===== config.mk =====
export PLATFORM = sky130hd
export DESIGN_NAME = serial_adder_sub
export DESIGN_NICKNAME = d
export VERILOG_FILES = /design/src/rtl/serial_adder_sub_pkg.sv /design/src/rtl/serial_adder_sub_fa.sv /design/src/rtl/serial_adder_sub.sv
export SDC_FILE = /design/constraint.sdc
export NUM_CORES = 1
export LEC_CHECK = 0
export ABC_AREA = 1
export CORE_MARGIN = 5
export CORE_UTILIZATION = 47
export CTS_BUF_LIST = sky130_fd_sc_hd__clkbuf_8
export DETAILED_ROUTE_END_ITERATION = 16
export GPL_ROUTABILITY_DRIVEN = 0
export PLACE_DENSITY = 0.79
export REMOVE_ABC_BUFFERS = 1
export SETUP_SLACK_MARGIN = 0.2
export SLEW_MARGIN = 20
export SYNTH_ARGS = -nofsm -noshare
export SYNTH_HDL_FRONTEND = slang
export SYNTH_HIERARCHICAL = 1
export SYNTH_SLANG_ARGS = --single-unit

===== constraint.sdc =====
create_clock -name clk -period 1.2 [get_ports clk]
set_input_delay 0.18 -clock clk [delete_from_list [all_inputs] [get_ports clk]]
set_output_delay 0.18 -clock clk [all_outputs]
set_load 0.1 [all_outputs]

===== src/rtl/serial_adder_sub_pkg.sv =====
// Shared definitions for the bit-serial adder/subtractor: FSM encoding, operation codes
// and the counter-width helper.
package serial_adder_sub_pkg;

  typedef enum logic [1:0] {
    ST_IDLE  = 2'd0,
    ST_SHIFT = 2'd1,
    ST_DONE  = 2'd2
  } state_e;

  localparam logic OP_ADD = 1'b0;
  localparam logic OP_SUB = 1'b1;

  // The bit counter has to hold the value WIDTH itself, hence WIDTH+1.
  function automatic int cnt_width(input int w);
    return $clog2(w + 1);
  endfunction

endpackage


===== src/rtl/serial_adder_sub_fa.sv =====
// Single-bit full adder used as the bit-serial datapath of serial_adder_sub.
module full_adder_1bit (
  input  logic a,
  input  logic b,
  input  logic cin,
  output logic s,
  output logic cout
);

  assign s    = a ^ b ^ cin;
  assign cout = (a & b) | (cin & (a ^ b));

endmodule


===== src/rtl/serial_adder_sub.sv =====
// Bit-serial adder/subtractor, LSB first, one bit per clock with a start/busy/done handshake.
// Define ADDSUB_OVF_EN to add the two's-complement overflow output V.
module serial_adder_sub
  import serial_adder_sub_pkg::*;
#(
  parameter int WIDTH = 4
) (
  input  logic             clk,
  input  logic             rst_n,
  input  logic             start,
  input  logic [WIDTH-1:0] A,
  input  logic [WIDTH-1:0] B,
  input  logic             sel,
  output logic             busy,
  output logic             done,
  output logic [WIDTH-1:0] S,
  output logic             Cout
`ifdef ADDSUB_OVF_EN
  ,
  output logic             V
`endif
);

  localparam int CNT_W = cnt_width(WIDTH);

  state_e             state_q, state_d;
  logic [CNT_W-1:0]   cnt_q, cnt_d;
  logic               carry_q, carry_d;
  logic [WIDTH-1:0]   opA_q, opA_d;
  logic [WIDTH-1:0]   opB_q, opB_d;
  logic [WIDTH-1:0]   s_q, s_d;
  logic               cout_q, cout_d;
  logic               faSum, faCout;
`ifdef ADDSUB_OVF_EN
  logic               v_q, v_d;
`endif

  full_adder_1bit u_fa (
    .a    (opA_q[0]),
    .b    (opB_q[0]),
    .cin  (carry_q),
    .s    (faSum),
    .cout (faCout)
  );

  always_ff @(posedge clk or negedge rst_n) begin
    if (!rst_n) begin
      state_q <= ST_IDLE;
      cnt_q   <= '0;
      carry_q <= 1'b0;
      opA_q   <= '0;
      opB_q   <= '0;
      s_q     <= '0;
      cout_q  <= 1'b0;
`ifdef ADDSUB_OVF_EN
      v_q     <= 1'b0;
`endif
    end else begin
      state_q <= state_d;
      cnt_q   <= cnt_d;
      carry_q <= carry_d;
      opA_q   <= opA_d;
      opB_q   <= opB_d;
      s_q     <= s_d;
      cout_q  <= cout_d;
`ifdef ADDSUB_OVF_EN
      v_q     <= v_d;
`endif
    end
  end

  always_comb begin
    state_d = state_q;
    cnt_d   = cnt_q;
    carry_d = carry_q;
    opA_d   = opA_q;
    opB_d   = opB_q;
    s_d     = s_q;
    cout_d  = cout_q;
`ifdef ADDSUB_OVF_EN
    v_d     = v_q;
`endif
    case (state_q)
      ST_IDLE, ST_DONE: begin
        if (start) begin
          // Subtraction is A + ~B + 1: invert B now and seed the carry with 1.
          opA_d   = A;
          opB_d   = (sel == OP_ADD) ? B : ~B;
          carry_d = (sel == OP_SUB);
          cnt_d   = '0;
          state_d = ST_SHIFT;
        end else begin
          state_d = ST_IDLE;
        end
      end
      ST_SHIFT: begin
        s_d     = {faSum, s_q[WIDTH-1:1]};
        opA_d   = opA_q >> 1;
        opB_d   = opB_q >> 1;
        carry_d = faCout;
        cnt_d   = cnt_q + CNT_W'(1);
        if (cnt_q == CNT_W'(WIDTH - 1)) begin
          cout_d  = faCout;
`ifdef ADDSUB_OVF_EN
          // On the MSB step carry_q is the carry into the MSB.
          v_d     = carry_q ^ faCout;
`endif
          state_d = ST_DONE;
        end
      end
      default: state_d = ST_IDLE;
    endcase
  end

  assign busy = (state_q == ST_SHIFT);
  assign done = (state_q == ST_DONE);
  assign S    = s_q;
  assign Cout = cout_q;
`ifdef ADDSUB_OVF_EN
  assign V    = v_q;
`endif

endmodule


==> flow_summary.ini, run 1 <==
[sta]
tightest_slew_ns = 0.253
final.period_utilization_pct = 106
clock_skew_ns = 0.00304
rsz0062_at_grt = yes
fmax_ghz = 0.785
final-setup-viol-count = 7
final-hold-violation-count = 0
min_period_ns = 1.27
setup_ws_ns = -0.0733
hold_ws_ns = 0.253
slew_headroom_pct = 83.1
finalMaxSlewViolations = 0

[critical_path]
reg2reg_depth = 7
crit_path_end_kind = output pin
worstPathArrival_ns = 1.09
reg2reg_to = S[3]
crit_type = reg2out
start_kind = flip-flop
worstReg2RegStart = state_q[0]
rrSetupSlack_ns = -0.02
worst-path-max-fanout = 4
required_ns = 1.02

[placement]
hpwl_um = 1540
io_buffers = 18
dp.cells = 161
placed_area_um2 = 1260

[logic_synthesis]
synth_area_per_cell_um2 = 8.53
synth_area_leaders = dfrtp_1 (50%), nand2_1 (16%), nand3_1 (8.9%)
synth_top_area_share_pct = 49.7
synthDistinctLibCells = 17
yosys.area.top_type = dfrtp_1
netlist_area_um2 = 956
ys_seq_area_share_pct = 49.7
ys_seq_elements = 19
yosysWarningCount = 6
syn_inst = 112

[routing]
drt_iter0_markers = 42
drc = 0
num_vias = 955
routed_wl_um = 3000
drtAntennaViolNets = 0
drt_first_pass_iters = 4
drt-wirelength-per-cell_um = 16.5
via_per_inst = 5.25

[final_layout]
area_growth_pct = 65.4
drive_gt1_share_pct = 42.6
utilization_pct = 81.4
final_cell_area_um2 = 1580
diodes = 0
fin_nets = 171
final_cells = 182

[job]
max_cap_viol_count = 0

[global_routing]
antenna_found_initial = 0
grt-ovfl-total = 0
grt_pass1_wl_um = 4100
grt_max_degree = 20
grt_use_total_pct = 19.8
grt_pass1_vias = 891

[clocking]
cts_sinks = 19
cts_root_buffer = clkbuf_8
cts.clk_slew.worst_paths_ns = 0.08
max-clock-path-buffers = 2
cts_htree_levels = 1
clkLatencyLatePin_ns = 0.26
cts_tree = done
holdBufCountCts = 0
numCtsBuffers = 3

[floorplan]
die_area_um2 = 3040
placementRows = 16
die_h_um = 55.1
dieWidth_um = 55.1
start_util_pct = 49.2
io_pins = 19
coreArea_um2 = 1940

[pwr]
irDropWorstVdd_mv = 2.55
leakage_nw = 0.786
power_density_nw_per_um2 = 3270
power_mw = 5.17

[hold_path]
hold_path.class = in2async

[outcome]
violations = negative setup slack
status = finished with violations
-- kinds of logic after synthesis --
kind of cell | share of synthesized area, %
AO/OA/AOI/OAI | 3.53
AND/OR/NAND/NOR | 32.6
adder cells (fa/ha/maj) | 4.71
XOR/XNOR | 0.916
buffers and inverters | 8.51
flip-flops | 49.7
-- timing repair --
action                     CTS  global route
gates resized for setup     19            13
setup endpoints to repair   24            26
gates cloned                 0             1
setup buffers               11             5
pin swaps                   10             9
-- area by class of cell --
class	instances	area, um^2
Clock buffer	3	41.3
Clock inverter	1	5.00
Fill cell	110	360
Inverter	15	61.3
Multi-Input combinational cell	77	519
Sequential cell	19	478
Tap cell	27	33.8
Timing Repair Buffer	40	443
-- through the flow --
stage | worst slack (ns) | setup TNS, ns
3_3_place_gp | -0.0509 | -0.379
4_1_cts | -0.0688 | -0.0855
2_1_floorplan | -0.766 | -2.83
3_5_place_dp | -0.0659 | -0.527
6_report | -0.0733 | -0.194
5_1_grt | -0.101 | -0.720
-- report_power, final --
group	switching (mW)	internal (mW)
combinational	2.01	1.47
sequential	0.286	0.940
clock	0.232	0.231
total	2.53	2.64
-- cells in the final DEF (no fill, tap or decap), types with 3 or more instances in the layout --
| master | instances |
|---|---|
| dfrtp_1 | 17 |
| buf_4 | 17 |
| nand3_1 | 11 |
| buf_6 | 4 |
| nand3_2 | 6 |
| clkdlybuf4s50_1 | 11 |
| o21ai_1 | 5 |
| nand2_2 | 6 |
| inv_2 | 3 |
| nor2_4 | 5 |
| nand2_4 | 4 |
| nand2_1 | 33 |
| inv_1 | 10 |
| clkbuf_8 | 3 |
| buf_12 | 8 |
-- sequential cells by signal (all words and copies together) (netlist names) --
register  count
opB_q         4
cnt_q         3
carry_q       1
opA_q         4
S             4
Cout          1
state_q       2
-- worst max-delay path: stages (launching register included) --
cell and delay, ns:
dfrtp_2 0.45, inv_4 0.06, nor2_4 0.13, buf_12 0.19
-- synthesized netlist by cell type (all sizes together) --
cell type,n
a21oi,1
o21ai,5
inv,15
ha,2
buf,2
nand3,17
nor2,5
fa,1
or2,1
dfrtp,19
xor2,1
nand2,43
-- routing by layer --
metal  routed length [um]  share of wire [%]  track usage [%]  up-vias
met3                  125                4.2             2.14        8
met2                 1580                 53             33.9       37
met4                   80                2.7             10.1        0
met1                 1220                 41             24.4      473
li1                     -                  -                -      437
met5                    0                  0                0        -
-- worst max-delay path by stage --
stage	slack, ns	cells past startpoint	end	from
CTS	-0.07	3	busy	state_q[0]
floorplan	-0.77	1	done	state_q[0]
global placement	-0.05	6	opB_q[3]	start
finish	-0.07	3	busy	state_q[0]
global route	-0.10	3	busy	state_q[0]
detailed placement	-0.07	6	cnt_q[1]	start
Note: power is estimated with default switching activity, not from simulation.
==> inputs of run 2 (changes only) <==
Settings changed: CORE_UTILIZATION 47 to 40, PLACE_DENSITY 0.79 to 0.69.
==> flow_summary.ini, run 2 (synthesized netlist as in run 1, its figures left out) <==
[outcome]
status = finished with violations
violations = negative setup slack

[sta]
rsz0062_at_grt = yes
min_period_ns = 1.25
fmax_ghz = 0.802
final-hold-violation-count = 0
final.period_utilization_pct = 104
finalMaxSlewViolations = 0
final-setup-viol-count = 5
clock_skew_ns = 0.00803
slew_headroom_pct = 79.8
tightest_slew_ns = 0.302
fin_setup_tns_ns = -0.0905
setup_ws_ns = -0.0471

[pwr]
intPower_mw = 2.79
leakage_nw = 0.813
power.switching_mw = 2.55
p_sw_share_pct = 47.8
irDropWorstVdd_mv = 2.28
p_seq_share_pct = 22.7
power_density_nw_per_um2 = 3190
combPwrFrac_pct = 69.0
pwr-share-clk_pct = 8.3

[hold_path]
hold_path.class = in2async

[clocking]
max-clock-path-buffers = 2
numCtsBuffers = 3
cts_sinks = 19
holdBufCountCts = 0
clkLatencyLatePin_ns = 0.26
cts.clk_slew.worst_paths_ns = 0.07
cts_tree = done
cts_htree_levels = 1
cts_root_buffer = clkbuf_8

[floorplan]
dieWidth_um = 58.9
placementRows = 17
io_pins = 19
coreArea_um2 = 2250
start_util_pct = 42.4
die_h_um = 58.9
die_area_um2 = 3470

[critical_path]
rrSetupSlack_ns = -0.01
required_ns = 1.02
start_kind = flip-flop
worst-path-max-fanout = 4
crit_type = reg2out
crit_path_end_kind = output pin
worstPathArrival_ns = 1.07
reg2reg_depth = 7

[routing]
drt-wirelength-per-cell_um = 14.7
drc = 0
routed_wl_um = 2720
drtAntennaViolNets = 0
via_per_inst = 4.99
drt_iter0_markers = 32
num_vias = 924
drt_first_pass_iters = 4

[final_layout]
drive_gt1_share_pct = 47.8
area_growth_pct = 75.3
fin_nets = 173
final_cell_mix = nand2_1 (29), dfrtp_1 (17), buf_4 (14)
mostFrequentLayoutCell = nand2_1
diodes = 0
utilization_pct = 74.3

[job]
max_cap_viol_count = 0

[global_routing]
grt_pass1_wl_um = 4040
grt_use_total_pct = 15.6
grt-ovfl-total = 0
grt_max_degree = 20
antenna_found_initial = 0
grt_pass1_vias = 929

[placement]
dpl_worst_slack_ns = -0.0622
hpwl_um = 1570
io_buffers = 18
run 2: changes by cell type in the layout (fill, tap and decap cells not counted), moves of 3 or more:
cell / before / now
buf_4: 17 / 14
buf_6: 4 / 8
nand2_1: 33 / 29
nand2_2: 6 / 10
nand2_4: 4 / 1
nand2_8: 1 / 4
run 2: cell type report:
class	count	area [um^2]
Fill cell	142	579
Multi-Input combinational cell	77	563
Timing Repair Buffer	42	485
Sequential cell	19	478
Inverter	15	68.8
Clock buffer	3	41.3
Tap cell	28	35.0
Clock inverter	1	3.75
run 2: power by group through the flow:
stage	Clock, mW	Combinational (mW)	Sequential, mW
4_1_cts	0.446	3.17	1.18
3_3_place_gp	0	2.48	1.19
5_1_grt	0.484	3.89	1.25
6_report	0.442	3.69	1.22
3_5_place_dp	0	2.54	1.20
2_1_floorplan	0	1.06	1.66
run 2: final timing paths:
check                                 from    endpoint
worst max-delay path            state_q[0]        busy
worst min-delay path                 rst_n     carry_q
worst max register to register  state_q[0]    opB_q[0]
worst min register to register    opA_q[2]    opA_q[2]
max in group asynchronous            rst_n  state_q[1]
min in group clk                      A[3]    opA_q[3]
run 2: metrics by stage:
| stage | total power [mW] | hold slack (ns) | cells | instance area, um^2 |
|---|---|---|---|---|
| final | 5.35 | 0.256 | 185 | 1680 |
| after global routing | 5.63 | 0.296 | 185 | 1680 |
| after CTS | 4.79 | 0.265 | 181 | 1540 |
| after detailed placement | 3.74 | 0.468 | 164 | 1290 |
| after global placement | 3.67 | 0.463 | 164 | 1290 |
| after floorplan | 2.72 | -0.116 | 110 | 933 |
run 2: layer usage:
| layer | GRT usage, % | vias to the layer above | routed length (um) |
|---|---|---|---|
| met3 | 3.51 | 8 | 155 |
| li1 | - | 441 | - |
| met1 | 17.3 | 438 | 1100 |
| met5 | 0 | - | 0 |
| met4 | 5.83 | 0 | 79 |
| met2 | 28.7 | 37 | 1390 |
run 2: timing repair:
item / CTS / global route
cloned: 1 / 0
setup buffers: 12 / 4
pin swaps: 16 / 11
endpoints found under the setup margin: 24 / 25
gates resized for setup: 23 / 26
run 2: worst max-delay path, stage by stage (launching register included):
cell and delay (ns):
dfrtp_2 0.45, inv_4 0.05, nor2_4 0.12, buf_12 0.18
==> inputs of run 3 (changes only) <==
Settings changed: RECOVER_POWER set to 100.
==> flow_summary.ini, run 3 (synthesized netlist as in run 1, its figures left out) <==
[outcome]
status = finished with violations
violations = negative setup slack

[hold_path]
hold_path.class = in2async

[global_routing]
grt.busiest_layer = met2
grt_max_degree = 20
grt_pass1_wl_um = 4040
grt_pass1_vias = 929
grt-ovfl-total = 0
grt_use_total_pct = 15.6
antenna_found_initial = 0
gr-usage-met1_pct = 17.3
grt.met3_usage_pct = 3.51
met2_usage_pct = 28.7

[critical_path]
start_kind = flip-flop
worst-path-max-fanout = 4
crit_type = reg2out
required_ns = 1.02
worstPathArrival_ns = 1.07
crit_path_end_kind = output pin

[routing]
routed_wl_um = 2720
drt_iter0_markers = 32
drc = 0
num_vias = 921
drt-wirelength-per-cell_um = 14.7
via_per_inst = 4.98
drt_first_pass_iters = 4
drtAntennaViolNets = 0

[sta]
tightest_slew_ns = 0.485
setup_ws_ns = -0.0467
finalMaxSlewViolations = 0
hold_ws_ns = 0.407
slew_headroom_pct = 67.7
clock_skew_ns = 0.00749
final.period_utilization_pct = 104
rsz0062_at_grt = yes
min_period_ns = 1.25
final-hold-violation-count = 0
fmax_ghz = 0.802
final-setup-viol-count = 5
fin_setup_tns_ns = -0.0894

[clocking]
cts_htree_levels = 1
holdBufCountCts = 0
cts_sinks = 19
cts_tree = done
cts.clk_slew.worst_paths_ns = 0.07
max-clock-path-buffers = 2
cts_root_buffer = clkbuf_8
numCtsBuffers = 3
clkLatencyLatePin_ns = 0.26

[final_layout]
fin_nets = 173
area_growth_pct = 74.7
utilization_pct = 74.1
drive_gt1_share_pct = 47.1
fillers = 141
mostFrequentLayoutCell = nand2_1
diodes = 0
final_cell_mix = nand2_1 (29), dfrtp_1 (17), buf_4 (13)

[job]
max_cap_viol_count = 0

[floorplan]
start_util_pct = 42.4
io_pins = 19
die_area_um2 = 3470
placementRows = 17
dieWidth_um = 58.9
die_h_um = 58.9
coreArea_um2 = 2250

[pwr]
power_mw = 5.34
irDropWorstVdd_mv = 2.27
leakage_nw = 0.814
power_density_nw_per_um2 = 3200

[placement]
dpl_worst_slack_ns = -0.0622
hpwl_um = 1570
io_buffers = 18
==> run 3: cell types whose count changed in the layout (fill, tap and decap cells not counted), sizes merged <==
cell           before  now
buf                31   30
clkbuf              3    4
clkdlybuf4s50      11   10
dlygate4sd3         0    1
==> run 3: what timing repair did <==
item,4_1_cts,5_1_grt
buffers inserted,12,4
endpoints found under the setup margin,24,25
resized for setup,23,26
cloned,1,0
pin swaps,16,11
==> run 3: area by class of cell <==
type                    count  area [um^2]  area share, %
inverters                  15         68.8           4.12
repair buffers             42          483           28.9
flip-flops and latches     19          478           28.6
multi-input cells          77          561           33.6
clock buffers               3         41.3           2.47
well taps                  28         35.0           2.10
clock inverters             1         3.75          0.225
==> run 3: through the flow <==
step                cells  instance area, um^2
floorplan             110                  933
global placement      164                 1290
detailed placement    164                 1290
CTS                   181                 1540
global route          185                 1670
finish                185                 1670
==> run 3: critical path, cell delays in order (launching register included) <==
cell,delay (ns)
dfrtp_2,0.45
inv_4,0.05
nor2_4,0.12
buf_12,0.18
==> run 3: where the power goes <==
part | internal [mW] | leakage (nW) | switching (mW)
Combinational | 1.62 | 0.550 | 2.07
Clock | 0.228 | 0.0269 | 0.215
Sequential | 0.940 | 0.237 | 0.275
==> run 3: metal layers <==
layer | wire length, um | share of wire (%) | up-vias
met5 | 0 | 0 | -
met4 | 79 | 2.9 | 0
met3 | 156 | 5.7 | 8
met2 | 1380 | 51 | 36
met1 | 1100 | 40 | 437
li1 | - | - | 440
==> run 3: final timing paths <==
path | to | start | slack [ns] | cells past startpoint
min in group clk | opA_q[3] | A[3] | 0.48 | 3
worst min register to register | opA_q[2] | opA_q[2] | 0.48 | 2
worst min-delay path | carry_q | rst_n | 0.41 | 2
worst max register to register | opB_q[0] | state_q[0] | -0.01 | 7
worst max-delay path | busy | state_q[0] | -0.05 | 3
max in group asynchronous | state_q[1] | rst_n | 0.43 | 2
==> RTL edit 1: new RTL, flow settings as in run 3 <==
The option `ADDSUB_OVF_EN` is turned on by a define.
--- a/src/rtl/serial_adder_sub.sv
+++ b/src/rtl/serial_adder_sub.sv
@@ -1,5 +1,7 @@
 // Bit-serial adder/subtractor, LSB first, one bit per clock with a start/busy/done handshake.
 // Define ADDSUB_OVF_EN to add the two's-complement overflow output V.
+`define ADDSUB_OVF_EN
+
 module serial_adder_sub
   import serial_adder_sub_pkg::*;
 #(
Formal check against the unedited RTL (old outputs only; new: V): equivalent (equiv_simple and equiv_induct, registers matched by name and starting in step).
==> RTL edit 1 against run 3 <==
  * Design area shrank 4.3%
  * Critical path type unchanged
  * Area after synthesis rose by 4.1%
  * Total power decreased by 4.7%
  * Synthesized cell count up 8.0%
  * Routed wire length shrank 4.4%
  * Utilization down 8.4 points
  * Maximum frequency down 3.5%
  * The run still ends with negative setup slack left
  * Count of clock-buffer cells in the layout unchanged
  * Setup slack got worse by 45 ps
  * Sequential cell count is 1 higher
  * Clock skew down 0.82 ps
  * Global-route usage is 0.14 points lower
  * Final cell count rose by 6.5%
==> RTL edit 1: results (changes against run 3) <==
- Part of the Yosys area used for sequential elements: 50.31% (+0.58 points)
* Half-perimeter wire length after placement: 1598 µm (+1.7%)
- Arithmetic-cell share of the synthesized area counting full adders, half adders and majority gates: 4.528% (-0.18 points)
- Post-synthesis compound-gate area fraction: 2.516% (-1.0 points)
- The global-route wire length before repair was 4181 µm (+3.4%).
- The slack of the critical path came to -91.64 ps (-44.91 ps).
- Top post-synthesis cells by area: dfrtp_1 (50%), nand2_1 (18%), nand3_1 (8.6%), inv_1 (4.5%), ha_1 (2.5%)
* Number of different library cells in the post-synthesis netlist: 18 (+1)
- The wire length reported by the detailed router was 2597 µm (-4.4%).
- The detailed-route vias per instance is 4.853 (-2.5%).
- Vias in the first global route: 995 (+7.1%)
- The final number of setup-violating endpoints is 4 (-1).
* Leakage power summed over all cells: 0.8025 nW (-1.4%)
- The routed metal-1 wire length is 1007 µm (-8.0%).
- The global-route total usage across every layer is 15.46% (-0.14 points).
- The run finished, with violations left.
- Starting DRT DRC Count: 17 (-47%)
- The worst setup skew after layout is 6.674 ps (-0.8168 ps).
* Most frequent cells after synthesis: nand2_1 (47), dfrtp_1 (20), nand3_1 (17)
* Actual slew at the worst max-slew pin: 486.1 ps (+1.555 ps)
- Data arrival at the endpoint of the critical path: 1110 ps (+40 ps)
- Routed wl met3: 128 µm (-18%)
* Aggregate negative setup slack: -168.8 ps (-79.30 ps)
- Violated checks: negative setup slack
- The number of nets in the final layout is 184 (+6.4%).
==> RTL edit 1: cell count changes after synthesis, moves of 2 or more <==
cell	delta
o21ai_1	-5
nor2_1	+3
nand2_4	-2
o21ai_0	+4
nand2_1	+7
==> RTL edit 1: power breakdown <==
group	internal [mW]	switching (mW)	leakage [nW]
sequential	0.987	0.236	0.251
clock	0.224	0.214	0.0216
combinational	1.38	2.05	0.530
==> RTL edit 1: cell type report <==
| cell class | count | area [µm²] |
|---|---|---|
| timing repair buffer | 46 | 432.9 |
| fill | 198 | 834.6 |
| clock buffer | 3 | 41.29 |
| inverter | 15 | 66.31 |
| sequential | 20 | 501.7 |
| multi-input combinational | 83 | 518.0 |
| tap | 30 | 37.54 |
==> RTL edit 1: what timing repair did <==
item,CTS,global route
pin swaps,11,15
endpoints found under the setup margin,28,28
setup buffers,10,2
resized for setup,29,12
hold endpoints to repair,0,0
==> RTL edit 1: cell families after synthesis <==
family / after synthesis
compound gates: 5
fa+ha+maj: 3
buf+inv: 18
simple gates: 74
flops: 20
xor+xnor: 1
==> RTL edit 1: critical path, delay by kind of cell (launching register included) <==
family	cells	cell delay, ps
buf+inv	2	250
flops	1	460
simple gates	1	130
==> RTL edit 1: final timing paths <==
check,from,end,cells past startpoint
worst max-delay path,state_q[0],busy,3
worst max register to register,carry_q,V,4
min in group clk,A[3],opA_q[3],3
worst min-delay path,rst_n,opB_q[2],2
max in group asynchronous,rst_n,state_q[0],2
worst min register to register,S[0],S[0],2
==> RTL edit 1: metrics by stage <==
stage	worst slack [ps]	area [µm²]	hold WS (ps)	instances
6_report	-91.64	1598	400.1	197
5_1_grt	-123.6	1598	470.2	197
3_3_place_gp	-91.14	1385	459.8	182
4_1_cts	-59.80	1604	269.5	195
2_1_floorplan	-734.7	964.7	-115.6	118
3_5_place_dp	-90.78	1385	459.4	182
==> RTL edit 1: layer usage <==
| metal | global-route usage (%) | vias to the layer above |
|---|---|---|
| met2 | 27.01 | 22 |
| met5 | 0 | - |
| met3 | 2.592 | 4 |
| met1 | 19.32 | 460 |
| met4 | 4.747 | 0 |
| li1 | - | 470 |
==> RTL edit 2: new RTL, config.mk and constraints of run 3 <==
Made on the original files. The 3 states of `state_e` get a one-hot encoding in 3 bits.
--- a/src/rtl/serial_adder_sub_pkg.sv
+++ b/src/rtl/serial_adder_sub_pkg.sv
@@ -2,10 +2,10 @@
 // and the counter-width helper.
 package serial_adder_sub_pkg;
 
-  typedef enum logic [1:0] {
-    ST_IDLE  = 2'd0,
-    ST_SHIFT = 2'd1,
-    ST_DONE  = 2'd2
+  typedef enum logic [2:0] {
+    ST_IDLE  = 3'b001,
+    ST_SHIFT = 3'b010,
+    ST_DONE  = 3'b100
   } state_e;
 
   localparam logic OP_ADD = 1'b0;
Check against the original RTL: same outputs for any inputs over 10 cycles, from zero or initial values and one cycle with rst_n low; not proved beyond that.
==> RTL edit 2 against run 3 <==
  * The run still ends with negative setup slack left
  * First-iteration DRC count is 34% lower
  * Clock power is 51% higher
  * Via count is 18% higher
  * Die area is 9.2% higher
  * Maximum frequency is 11% lower
  * Total power is 17% lower
  * Sequential cell count is 1 higher
  * Final cell count is 15% higher
  * Routed wire length is 19% higher
  * Setup slack worse by 160 ps
  * Design area is 9.6% higher
  * Area after synthesis is 11% higher
  * Utilization is 0.86 points lower
==> RTL edit 2: results (changes against run 3) <==
- Status: finished with violations
- Violated checks: negative setup slack
- Number of clock buffers inserted by TritonCTS: 3 (unchanged)
- The final number of setup-violating endpoints is 21 (+16).
* Data arrival at the endpoint of the critical path: 1230 ps (+160 ps)
- Cell with the biggest individual delay on the critical path: dfstp_2
- Half-perimeter wire length after placement: 1818 µm (+16%)
- The remaining max-slew budget at the tightest pin is 65.47% (-2.2 points).
* Net total in the final layout: 198 (+14%)
- VDD IR max: 1.787 mV (-21%)
* Post-synth ARST share: 100.0% (unchanged)
- The length of routed met2 wiring was 1568 µm (+13%).
* Post-synth top flop: dfrtp_1
- The gate count of the mapped netlist was 130 (+16%).
* Placed instance count: 188 (+15%)
- The maximum net fanout on the critical path was 3 (-1).
- Ranked by instance count, the synthesized netlist is headed by nand2_1 (55), dfrtp_1 (19), nand3_1 (14).
* Clock Latency Late Sink: 260 ps (about the same)
* Clock Tree Buf Depth: 2 (unchanged)
- Number of antenna violations at the first check in global routing: 0 (unchanged)
- The slack of the critical path came to -206.5 ps (-159.7 ps).
* Largest net degree at the start of global routing: 21 (+5.0%)
- The placed standard-cell area is 1441 µm² (+12%).
- The worst setup skew after layout was 3.078 ps (-4.413 ps).
- The number of H-tree levels came to 1 (unchanged).
- Routed wl met3: 146 µm (-6.4%)
* Starting DRT DRC Count: 21 (-34%)
* Critical Path Max Stage Delay: 560 ps (+110 ps)
* First-pass GRT wire length: 5347 µm (+32%)
- After detailed routing, no signal wire sits above met4.
- Vias in the first global route: 1126 (+21%)
* Via density per instance: 5.132 (+3.1%)
- The worst-case setup slack after placement was -108.3 ps (-46.17 ps).
- The global-route total usage across every layer came to 19.90% (+4.3 points).
- After synthesis, the cell types taking the most area are dfrtp_1 (45%), nand2_1 (19%), nand3_1 (6.6%), nand4_1 (4.1%), inv_1 (3.2%).
- The number of port buffers is 18 (unchanged).
- Ant diodes: 0 (unchanged)
- The number of fillers in the final layout came to 168 (+19%).
- Part of the Yosys area used for sequential elements: 47.23% (-2.5 points)
- Leakage power summed over all cells: 0.9450 nW (+16%)
- The post-route non-filler standard cell count was 212 (+15%).
- The fraction of final layout cells with drive strength greater than 1 is 47.80% (+0.67 points).
- The wire length reported by the detailed router is 3225 µm (+19%).
* Number of different library cells in the post-synthesis netlist: 21 (+4)
- Detailed-route wire length on metal 1: 1310 µm (+20%)
- The tree is rooted in a clkbuf_8.
==> RTL edit 2: per-layer routing <==
| metal | GRT usage [%] | vias to the layer above |
|---|---|---|
| met3 | 5.660 | 16 |
| li1 | - | 517 |
| met2 | 32.14 | 31 |
| met5 | 0 | - |
| met1 | 22.45 | 524 |
| met4 | 13.94 | 0 |
==> RTL edit 2: worst reg2reg max path, cell delays in order, from the launching register on <==
cell and delay [ps]:
dfstp_2 560, inv_4 60, nand2_4 60, buf_4 120
buf_6 100, nand2_4 60, nand2_8 90, buf_8 140
nand3_1 80, nand2_1 60
==> RTL edit 2: kinds of logic after synthesis <==
group	after synthesis	share of synthesized area, %
and+or+nand+nor	85	37.22
DFF	20	47.23
buffers and inverters	17	8.598
AOI/OAI and AO/OA	4	1.885
adders and majority gates	3	4.240
xor gates and xnor gates	1	0.8247
==> RTL edit 2: worst paths after layout <==
check | startpoint | slack (ps) | cells after the start | endpoint
max reg2reg | state_q[0] | -190 | 9 | opA_q[1]
min in group clk | S[0] | 510 | 2 | S[0]
min | rst_n | 420 | 2 | cnt_q[2]
max in group asynchronous | rst_n | 400 | 2 | S[3]
max | state_q[0] | -210 | 5 | done
min reg2reg | S[0] | 510 | 2 | S[0]
==> RTL edit 2: cell type report <==
cell class | count | area (µm²) | area share [%]
flip-flops and latches | 20 | 504.2 | 27.55
repair buffers | 53 | 558.0 | 30.49
inverters | 12 | 50.05 | 2.734
multi-input cells | 93 | 609.3 | 33.29
clock inverters | 1 | 30.03 | 1.640
clock buffers | 3 | 41.29 | 2.256
well taps | 30 | 37.54 | 2.051
==> RTL edit 2: power by group <==
| group | total, mW | internal [mW] | leakage (nW) | switching [mW] |
|---|---|---|---|---|
| sequential | 1.19 | 0.947 | 0.253 | 0.247 |
| clock | 0.668 | 0.445 | 0.0357 | 0.223 |
| combinational | 2.60 | 1.11 | 0.656 | 1.49 |
| total | 4.46 | 2.50 | 0.945 | 1.96 |
==> RTL edit 2: metrics by stage <==
stage	hold slack [ps]	setup TNS, ps	power (mW)	util (%)
after floorplan	-115.6	-2259	2.237	-
after global placement	484.6	-431.8	2.991	57.66
after detailed placement	495.5	-891.7	3.053	57.66
after CTS	262.0	-1866	4.352	73.22
after global routing	480.0	-3936	4.689	73.22
final	424.4	-2751	4.462	73.22
==> RTL edit 2: what timing repair did <==
| item | 4_1_cts | 5_1_grt |
|---|---|---|
| setup endpoints to repair | 27 | 27 |
| gates cloned | 1 | 0 |
| buffers inserted | 16 | 3 |
| resized for setup | 44 | 13 |
| pin swaps | 17 | 7 |
